[src/rtl/chan_start_pkg.sv]
// Purpose: shared types and bit positions for the channelizer start sequencer.
// Latency: n/a (declarations only).
// Backpressure: n/a.
package chan_start_pkg;

    // Default width of the frame counter and of the frame-limit field
    localparam int NFRAME_W_DEF = 16;

    // Control word bit positions
    localparam int CTRL_ARM_BIT   = 0;
    localparam int CTRL_STOP_BIT  = 1;
    localparam int CTRL_LIMIT_LSB = 16;

    // Status word bit positions
    localparam int STAT_STATE_LSB = 0;
    localparam int STAT_ERR_BIT   = 2;
    localparam int STAT_CNT_LSB   = 16;

    typedef enum logic [1:0] {
        ST_IDLE  = 2'd0,
        ST_ARMED = 2'd1,
        ST_RUN   = 2'd2,
        ST_DONE  = 2'd3
    } seq_state_e;

    // Readback word layout, MSB first
    typedef struct packed {
        logic [15:0] frame_cnt;
        logic [12:0] rsvd;
        logic        sync_err;
        seq_state_e  state;
    } status_t;

endpackage

[src/rtl/sync_period_mon.sv]
// Purpose: flags sync pulses that arrive early/late relative to SYNC_PERIOD (sticky).
// Latency: err rises the cycle after the offending sync or the missed-sync cycle.
// Backpressure: none; observes sync_in only.
module sync_period_mon #(
    parameter int SYNC_PERIOD = 256
) (
    input  logic user_clk,
    input  logic user_rst_n,
    input  logic sync_in,
    input  logic enable,
    input  logic clear,
    output logic err
);

    localparam int CNT_W = $clog2(SYNC_PERIOD + 1);
    localparam logic [CNT_W-1:0] CNT_LAST = CNT_W'(SYNC_PERIOD - 1);
    localparam logic [CNT_W-1:0] CNT_SAT  = CNT_W'(SYNC_PERIOD);

    logic [CNT_W-1:0] cnt_q;
    logic             err_q;

    // Cycles since the last sync; saturates so a dead sync line cannot wrap into a false match
    always_ff @(posedge user_clk or negedge user_rst_n) begin
        if (!user_rst_n) begin
            cnt_q <= '0;
        end else if (sync_in) begin
            cnt_q <= '0;
        end else if (cnt_q != CNT_SAT) begin
            cnt_q <= cnt_q + CNT_W'(1);
        end
    end

    // Sticky error: wrong spacing on a sync, or the period elapsing with no sync
    always_ff @(posedge user_clk or negedge user_rst_n) begin
        if (!user_rst_n) begin
            err_q <= 1'b0;
        end else if (clear) begin
            err_q <= 1'b0;
        end else if (enable && ((sync_in && (cnt_q != CNT_LAST)) ||
                                (!sync_in && (cnt_q == CNT_LAST)))) begin
            err_q <= 1'b1;
        end
    end

    assign err = err_q;

endmodule

[src/rtl/chan_start_sequencer.sv]
// Purpose: arms on a software write, starts processing on the next frame sync, optional frame limit.
// Latency: start_pulse/run_en one cycle after the starting sync; status_out one cycle after state.
// Backpressure: none; sync_in and ctrl_in are sampled every cycle.
module chan_start_sequencer
    import chan_start_pkg::*;
#(
    parameter int SYNC_PERIOD = 256,
    parameter int NFRAME_W    = NFRAME_W_DEF
) (
    input  logic        user_clk,
    input  logic        user_rst_n,
    input  logic [31:0] ctrl_in,
    input  logic        sync_in,
    output logic        start_pulse,
    output logic        run_en,
    output logic [31:0] status_out
);

    logic [31:0]         ctrl_q;
    logic [31:0]         ctrl_q_d;
    logic                primed_q;
    seq_state_e          state_q;
    logic                start_pulse_q;
    logic                run_en_q;
    logic [NFRAME_W-1:0] frame_cnt_q;
    logic [NFRAME_W-1:0] limit_q;
    status_t             status_q;
    logic                sync_err;
    logic                arm_edge;
    logic                stop;
    logic                arm_accept;
    logic                ctrl_unused;

    assign arm_edge   = ctrl_q[CTRL_ARM_BIT] & ~ctrl_q_d[CTRL_ARM_BIT];
    assign stop       = ctrl_q[CTRL_STOP_BIT];
    // Only an arm edge seen in IDLE (and not overridden by stop) starts a new session
    assign arm_accept = arm_edge & ~stop & (state_q == ST_IDLE);

    assign ctrl_unused = ^{ctrl_q_d[31:1], ctrl_q[CTRL_LIMIT_LSB-1:CTRL_STOP_BIT+1]};

    // Capture the control word and a delayed copy; on the first edge after reset the copy
    // loads ctrl_in directly so an arm bit already high at release is not taken as an edge
    always_ff @(posedge user_clk or negedge user_rst_n) begin
        if (!user_rst_n) begin
            ctrl_q   <= '0;
            ctrl_q_d <= '0;
            primed_q <= 1'b0;
        end else begin
            ctrl_q   <= ctrl_in;
            ctrl_q_d <= primed_q ? ctrl_q : ctrl_in;
            primed_q <= 1'b1;
        end
    end

    // Sequencer FSM with registered start_pulse, run_en, frame counter and latched limit
    always_ff @(posedge user_clk or negedge user_rst_n) begin
        if (!user_rst_n) begin
            state_q       <= ST_IDLE;
            start_pulse_q <= 1'b0;
            run_en_q      <= 1'b0;
            frame_cnt_q   <= '0;
            limit_q       <= '0;
        end else begin
            start_pulse_q <= 1'b0;
            if (stop) begin
                state_q  <= ST_IDLE;
                run_en_q <= 1'b0;
            end else begin
                case (state_q)
                    ST_IDLE: begin
                        if (arm_accept) begin
                            state_q <= ST_ARMED;
                            limit_q <= ctrl_q[CTRL_LIMIT_LSB +: NFRAME_W];
                        end
                    end
                    ST_ARMED: begin
                        if (sync_in) begin
                            state_q       <= ST_RUN;
                            start_pulse_q <= 1'b1;
                            run_en_q      <= 1'b1;
                            frame_cnt_q   <= '0;
                        end
                    end
                    ST_RUN: begin
                        if (sync_in) begin
                            if ((limit_q != '0) && (frame_cnt_q == limit_q - NFRAME_W'(1))) begin
                                state_q  <= ST_DONE;
                                run_en_q <= 1'b0;
                            end else begin
                                frame_cnt_q <= frame_cnt_q + NFRAME_W'(1);
                            end
                        end
                    end
                    ST_DONE: begin
                        if (!ctrl_q[CTRL_ARM_BIT]) begin
                            state_q <= ST_IDLE;
                        end
                    end
                    default: state_q <= ST_IDLE;
                endcase
            end
        end
    end

    sync_period_mon #(
        .SYNC_PERIOD(SYNC_PERIOD)
    ) u_sync_mon (
        .user_clk  (user_clk),
        .user_rst_n(user_rst_n),
        .sync_in   (sync_in),
        .enable    (state_q == ST_RUN),
        .clear     (arm_accept),
        .err       (sync_err)
    );

    // Readback word, one cycle behind the live state
    always_ff @(posedge user_clk or negedge user_rst_n) begin
        if (!user_rst_n) begin
            status_q <= '0;
        end else begin
            status_q.frame_cnt <= 16'(frame_cnt_q);
            status_q.rsvd      <= '0;
            status_q.sync_err  <= sync_err;
            status_q.state     <= state_q;
        end
    end

    assign start_pulse = start_pulse_q;
    assign run_en      = run_en_q;
    assign status_out  = status_q;

endmodule

[config.mk]
export PLATFORM = sky130hd
export DESIGN_NAME = chan_start_sequencer
export DESIGN_NICKNAME = d
export VERILOG_FILES = /design/src/rtl/chan_start_pkg.sv /design/src/rtl/sync_period_mon.sv /design/src/rtl/chan_start_sequencer.sv
export SDC_FILE = /design/constraint.sdc
export NUM_CORES = 1
export LEC_CHECK = 0
export ABC_AREA = 0
export CORE_ASPECT_RATIO = 1.1
export CORE_MARGIN = 2
export CORE_UTILIZATION = 53
export DETAILED_ROUTE_END_ITERATION = 8
export PLACE_DENSITY = 0.79
export SYNTH_ARGS = -nofsm -noshare
export SYNTH_HDL_FRONTEND = slang
export SYNTH_SLANG_ARGS = --single-unit
export TNS_END_PERCENT = 50
[constraint.sdc]
create_clock -name user_clk -period 3.9 [get_ports user_clk]
set_clock_uncertainty 0.2 [all_clocks]
set_input_delay 0.78 -clock user_clk [delete_from_list [all_inputs] [get_ports user_clk]]
set_output_delay 0.78 -clock user_clk [all_outputs]
set_load 0.1 [all_outputs]
Word level (Yosys, flattened, before mapping)
Cells that the tools add are included.
{ "totals": {"ff_bits": 99, "out_inout_bits": 34} }
{ "op_classes": {"addsub": 3, "eq_ne": 15, "mux": 24, "n_bitwise": 5, "reduce_logical": 16} }
{ "op_table": {"columns": ["op", "n"], "rows": [
  ["$mux 16", 3],
  ["$pmux 16 s2", 1],
  ["$mux 9", 2],
  ["$add 16x1->16 const B", 1],
  ["$eq 16x16->1", 1],
  ["$reduce_bool 16->1", 1],
  ["$sub 16x1->16 const B", 1],
  ["$ne 3x3->1 const B", 5],
  ["$mux 2", 6],
  ["$mux 1", 10],
  ["$reduce_and 5->1", 2],
  ["$add 9x1->9 const B", 1],
  ["$eq 9x8->1 const B", 1],
  ["$ne 9x8->1 const B", 1],
  ["$ne 9x9->1 const B", 1],
  ["$pmux 2 s4", 1],
  ["$ne 2x2->1 const B", 3],
  ["$reduce_bool 2->1", 3],
  ["$eq 2x2->1 const B", 2],
  ["$logic_and 1x1->1", 4],
  ["$reduce_and 4->1", 1],
  ["$and 1x1->1", 3],
  ["$reduce_and 3->1", 1],
  ["$reduce_bool 3->1", 1],
  ["6 further kinds", 7]
]} }

Depth between registers and ports, before layout
{ "logic_depth": {"depth_word": 7, "mapped_depth": 11, "mapped_depth_nobuf": 9} }

Hierarchy
Synthesis repeated with hierarchy kept, for this count alone.
{ "hier_totals": {"cells_unflattened": 382, "area_unflattened_um2": 4166.5} }
{ "modules_own_cells": {"columns": ["mod", "instances", "cells_each", "area_each_um2", "seq_area_each_um2"], "rows": [
  ["chan_start_sequencer", 1, 326, 3623.5, 1876.8],
  ["sync_period_mon", 1, 56, 543.0, 250.2]
]} }

Worst setup path after synthesis
No wires, ideal clock.
{ "synth_path": {"kind": "reg-to-reg", "start": "register limit_q[0]", "end": "register frame_cnt_q[15]", "setup_time_ps": 125, "arrival_ps": 2775, "required_time_ps": 3575, "path_slack_ps": 800, "stages_incl_launch_ff": 11, "period_less_slack_ps": 3100, "cell_sequence": "dfrtp_1 inv_1 ha_1 or4b_4 or4_1 a222oi_1 and3_1 and4_1 buf_6 nor4_2 mux2_4"} }
{ "synth_between": {"elab_chain_cells": 5, "elab_cells_between_ends": 6, "cone_classes": "add/sub: 1; eq/ne: 2; reduce/logical: 3"} }
{ "synth_lines": {"columns": ["element", "line_no", "source"], "rows": [
  ["start, declared", "chan_start_sequencer.sv:26", "logic [NFRAME_W-1:0] limit_q;"],
  ["start signal, assigned", "chan_start_sequencer.sv:73", "limit_q <= ctrl_q[CTRL_LIMIT_LSB +: NFRAME_W];"],
  ["$sub 16x1->16", "chan_start_sequencer.sv:86", "if ((limit_q != '0) && (frame_cnt_q == limit_q - NFRAME_W'(1))) begin"],
  ["$eq 16x16->1", "chan_start_sequencer.sv:86", null],
  ["$logic_and 1x1->1 (*)", "chan_start_sequencer.sv:86", null],
  ["$ne 2x2->1 (no source line) (*)", null, null],
  ["$reduce_and 5->1 (no source line) (*)", null, null],
  ["end signal, assigned", "chan_start_sequencer.sv:90", "frame_cnt_q <= frame_cnt_q + NFRAME_W'(1);"],
  ["end, declared", "chan_start_sequencer.sv:25", "logic [NFRAME_W-1:0] frame_cnt_q;"]
]} }
Mark *: on every way between the ends. The rest lies on a longest branch, timed or not.
A chain may end at the register's enable or synchronous reset.

Final worst setup path
{ "layout_path": {"start": "register limit_q[0]", "end": "register frame_cnt_q[6]"} }
The elaborated chain is that of the path after synthesis.

==> metrics <==
status complete, no violations; post-CTS setup buffers 0; Cell Chain, Critical Path inv_1 > ha_1 > or4b_4 > or4_1 > a222oi_1 > and3_1 > and4_1 > buf_4 > or3_1 > a21oi_1; commonest cells after routing, fill and taps aside 85 x dfrtp_1, 40 x clkdlybuf4s50_1, 22 x nor2_1; Worst Setup End Kind flip-flop; largest net degree at the start of global routing 86; Avg Inst Size Synth 11.1 um^2; Final Cycle Share 0.909; Yosys top cell area share 0.530; Netlist cell types 56; detailed-route wire length 7340 um; I/O pin cnt 69; Root Buffer Master clkbuf_8; Die Area 8280 um^2; post-route ant nets 0; WP data arrival 3.56 ns; Worst Hold Class reg2reg; Leak Pwr 2.04 nW; CTS Buffer Depth 2; clock slew at reported path FFs 0.08 ns; CTS Sinks 85; Hold Buf Count CTS 0; Syn-to-layout area delta 16.1%; Slowest Stage Delay on Critical Path 0.52 ns; first-pass GRT wire length 12,500 um; Die X 87.0 um; final setup TNS 0 ns; pin slew with the least headroom to its limit 1.01 ns; # resized after CTS 0; hpwl dp 5090 um; Synth Cell Area 4010 um^2; First DRT Iteration DRCs 218; GRT overflow 0; max_slew headroom 0.324; minimum clock period 3.55 ns; Slowest cell on crit path or4b_4; cell taking the most area after synthesis dfrtp_1; Rows 33; layout cells sized above 1 0.113; Die Y 95.3 um; final number of max-transition violations 0; CP max FO 10; Main synth FF type dfrtp_1; fillcell total 563; post-synthesis async set-or-reset flop share 1.00; clk_lat worst skew 0.36 ns; Ant. Diodes 0; CTS H-tree depth 3; routability cong. 0.877; Max Cap Viol 0; DRC 0; vias in the first global route 2,631; # nets final 448; Setup crit start kind flip-flop; Initial Util 0.543; Critical Path RT 3.91 ns; Core Util, Final 0.630; VDD IR max 498 uV; sequential share of the synthesized area 0.530; fmax 282 MHz; initial antenna violation count 0; EDFF count, synth 0; total iterations of the first detailed-routing run 5; GRT Resource Usage Total 0.198; post-DR wirelength/cell 14.9 um; vias per cell 5.69; CTS tree yes; Crit Path Class reg2reg; commonest non-fill, non-tap cell in the layout dfrtp_1; largest cells by area after synthesis dfrtp_1 53%, mux2_2 4.5%, ha_1 3.1%, xor2_1 2.6%, buf_4 2.4%; worst path bufs/invs 2; Syn. warnings 0; Yosys reg bits 85; via count 2,811; CTS buffer count 9; PortBufs 41; R2R Setup Slk 0.35 ns; core box area 7390 um^2; cells after synthesis 362; unrepaired setup endpoints after global routing no; Pwr Density 622 nW/um^2; Final Hold Viols 0; final setup violation count 0; CP delay by family, top simple AND/OR/NAND/NOR gates
## metal layers
| layer | GRT usage | share of wire |
|---|---|---|
| met1 | 0.256 | 0.44 |
| met2 | 0.315 | 0.49 |
| met3 | 0.0485 | 0.053 |
| met4 | 0.0938 | 0.022 |
| met5 | 0 | 0 |
## cell families (layout without fill, tap and decap cells)
group / after synthesis / in the layout / synth area share
AND/OR/NAND/NOR: 128 / 128 / 0.182
other: 2 / 14 / 0.00187
adder cells (fa/ha/maj): 10 / 10 / 0.0312
multiplexers: 22 / 22 / 0.0636
buffers and inverters: 38 / 71 / 0.0543
XOR/XNOR: 23 / 23 / 0.0502
flip-flops: 85 / 85 / 0.530
AO/OA/AOI/OAI: 54 / 54 / 0.0867
## power by group
group	internal (mW)	leakage, nW	switching (mW)
combinational	0.357	0.833	0.588
sequential	1.03	1.10	0.208
clock	0.422	0.110	0.296
## layout make-up
cell class,instances,area (um^2),share of cell area
well taps,87,109,0.0234
inverters,12,45.0,0.00967
clock buffers,11,131,0.0282
flip-flops and latches,85,2130,0.456
clock inverters,4,97.6,0.0209
multi-input cells,251,1720,0.369
repair buffers,44,430,0.0924
## registers in the layout, indices dropped and copies added, names as in the netlist, 2 cells and up
| register | count |
|---|---|
| u_sync_mon.cnt_q | 9 |
| status_out | 19 |
| ctrl_q | 18 |
| limit_q | 16 |
| state_q | 2 |
| frame_cnt_q | 16 |
## through the flow
stage	setup WS (ns)	std cells	total power, mW	hold slack (ns)	area, um^2
finish	0.354	494	2.90	0.199	4660
global placement	0.459	479	2.16	0.170	4430
floorplan	0.800	374	1.97	0.149	4060
global route	0.145	494	3.06	0.223	4660
CTS	0.369	494	2.92	0.201	4660
detailed placement	0.392	479	2.19	0.175	4430
## worst paths after layout
kind,startpoint,end,depth (start not counted)
min in group asynchronous,user_rst_n,limit_q[5]$_DFFE_PN0P_,1
max in group asynchronous,user_rst_n,status_out[0]$_DFF_PN0_,1
hold / removal,u_sync_mon.err$_DFFE_PN0P_,status_out[2]$_DFF_PN0_,0
setup reg to reg,limit_q[0]$_DFFE_PN0P_,frame_cnt_q[6]$_DFFE_PN0P_,10
hold reg to reg,u_sync_mon.err$_DFFE_PN0P_,status_out[2]$_DFF_PN0_,0
setup / recovery,limit_q[0]$_DFFE_PN0P_,frame_cnt_q[6]$_DFFE_PN0P_,10
## synth_stat cells (all sizes together), types with 2 or more instances
master   n
a21oi   15
a311o    2
a31oi    2
and2     3
and3    11
and4     3
buf     20
clkbuf   6
conb     2
dfrtp   85
ha      10
inv     12
mux2    19
mux2i    3
nand2   21
nand2b   5
nand3   13
nand3b   2
nand4    7
nor2    22
nor2b    8
nor3     9
nor4     5
nor4b    3
o21ai   17
o31ai    5
or3      6
or4      6
or4b     2
xnor2   11
xor2    12
## worst reg2reg max path: stages, from the launching register on
cell      delay, ns
dfrtp_1        0.44
inv_1          0.11
ha_1           0.24
or4b_4         0.52
or4_1          0.50
a222oi_1       0.37
and3_1         0.24
and4_1         0.38
buf_4          0.23
or3_1          0.12
a21oi_1        0.06
Note: power is estimated with default switching activity, not from simulation.
==> variant, RTL diff (config.mk and constraints unchanged) <==
Reset style: synchronous (`user_rst_n`), changed in 5 clocked blocks.
--- a/src/rtl/sync_period_mon.sv
+++ b/src/rtl/sync_period_mon.sv
@@ -22,3 +22,3 @@
     // Cycles since the last sync; saturates so a dead sync line cannot wrap into a false match
-    always_ff @(posedge user_clk or negedge user_rst_n) begin
+    always_ff @(posedge user_clk) begin
         if (!user_rst_n) begin
@@ -33,3 +33,3 @@
     // Sticky error: wrong spacing on a sync, or the period elapsing with no sync
-    always_ff @(posedge user_clk or negedge user_rst_n) begin
+    always_ff @(posedge user_clk) begin
         if (!user_rst_n) begin
--- a/src/rtl/chan_start_sequencer.sv
+++ b/src/rtl/chan_start_sequencer.sv
@@ -42,3 +42,3 @@
     // loads ctrl_in directly so an arm bit already high at release is not taken as an edge
-    always_ff @(posedge user_clk or negedge user_rst_n) begin
+    always_ff @(posedge user_clk) begin
         if (!user_rst_n) begin
@@ -55,3 +55,3 @@
     // Sequencer FSM with registered start_pulse, run_en, frame counter and latched limit
-    always_ff @(posedge user_clk or negedge user_rst_n) begin
+    always_ff @(posedge user_clk) begin
         if (!user_rst_n) begin
@@ -116,3 +116,3 @@
     // Readback word, one cycle behind the live state
-    always_ff @(posedge user_clk or negedge user_rst_n) begin
+    always_ff @(posedge user_clk) begin
         if (!user_rst_n) begin
Function: differs if user_rst_n is asserted again (counterexample within 10 cycles, from zero or initial values and one cycle with user_rst_n low); with user_rst_n held inactive, the same outputs for 10 cycles.
==> variant against the unedited design <==
- synthesized cell count is 22% higher
- area after synthesis is 2.2% lower
- sequential cell count stayed put
- global-route usage is 0.83 points lower
- design area is 2.7% lower
- wire length is 2.5% lower
- non-clock buffer count is 2 higher
- sequential share of layout area is 8.1 points lower
- setup slack better by 0.32 ns
Power is not compared: it rests on default switching activity, and its combinational part moved more than twofold at a synthesized area within 25%.
==> variant: results (changes against the unedited design) <==
* Vias in the first global route at 2855 (+8.5%)
* Largest net degree at the start of global routing at 39 (-55%)
* Hpwl dp at 5110 µm (+0.43%)
* Post-synth ARST share at 0% (-100 points)
* Metal-1 WL at 3280 µm (+2.1%)
* Worst-margin pin slew at 1.21 ns (+0.197 ns)
* GR Util met1 at 22.4% (-3.2 points)
* Met3 Resource Use GR at 4.48% (-0.37 points)
* Dpl cells at 548 (+14%)
* DRT Pass-1 Iters at 4 (-1)
* Avg Cell Area, Syn at 8.86 µm² (-20%)
* Gpl congestion at 0.876 (-0.10%)
* Via-to-Cell Ratio at 5.48 (-3.8%)
* Status: completed
* CP max stage cell: or4_1
* Top cells by count, synth: dfxtp_1 (85), nand2_1 (55), and2_1 (37)
* Dpl cell area at 4300 µm² (-2.9%)
* Critical Path AT at 3.31 ns (-0.25 ns)
* Synth unique cells at 54 (-3.6%)
* 1st-iter DRT viols at 137 (-37%)
* Area contributors post-synth: dfxtp_1 (43%), and2_1 (5.9%), nand2_1 (5.3%), a21oi_1 (3.3%), xnor2_1 (3.1%)
* Share of layout cells above drive strength 1 at 6.68% (-4.6 points)
* Sequential fraction of the synthesis area at 43.4% (-9.7 points)
* Met3 WL at 253 µm (-34%)
* Crit-path max FO at 23 (+13)
[variant: cell families (layout without fill, tap and decap cells)]
kind of cell	count (synthesis)	count (layout)	synth area share, %
DFF	85	85	43.4
and+or+nand+nor	196	196	27.4
buffers and inverters	50	74	6.76
muxes	4	4	1.05
other	1	13	0.0955
xor gates and xnor gates	25	25	5.96
adders and majority gates	9	9	2.87
AOI/OAI and AO/OA	73	73	12.5
[variant: final timing paths]
path | end | start | slack [ns] | cells after the start
setup / recovery | frame_cnt_q[8] | limit_q[0] | 0.68 | 9
hold / removal | limit_q[10] | ctrl_q[26] | 0.23 | 2
setup reg to reg | frame_cnt_q[8] | limit_q[0] | 0.68 | 9
hold reg to reg | limit_q[10] | ctrl_q[26] | 0.23 | 2
[variant: final cells by class]
type | instances | area, µm²
fill | 594 | 2550
multi-input combinational | 320 | 2000
sequential | 85 | 1700
timing repair buffer | 46 | 448
clock buffer | 10 | 138
tap | 85 | 106
clock inverter | 6 | 93.8
inverter | 12 | 45.0
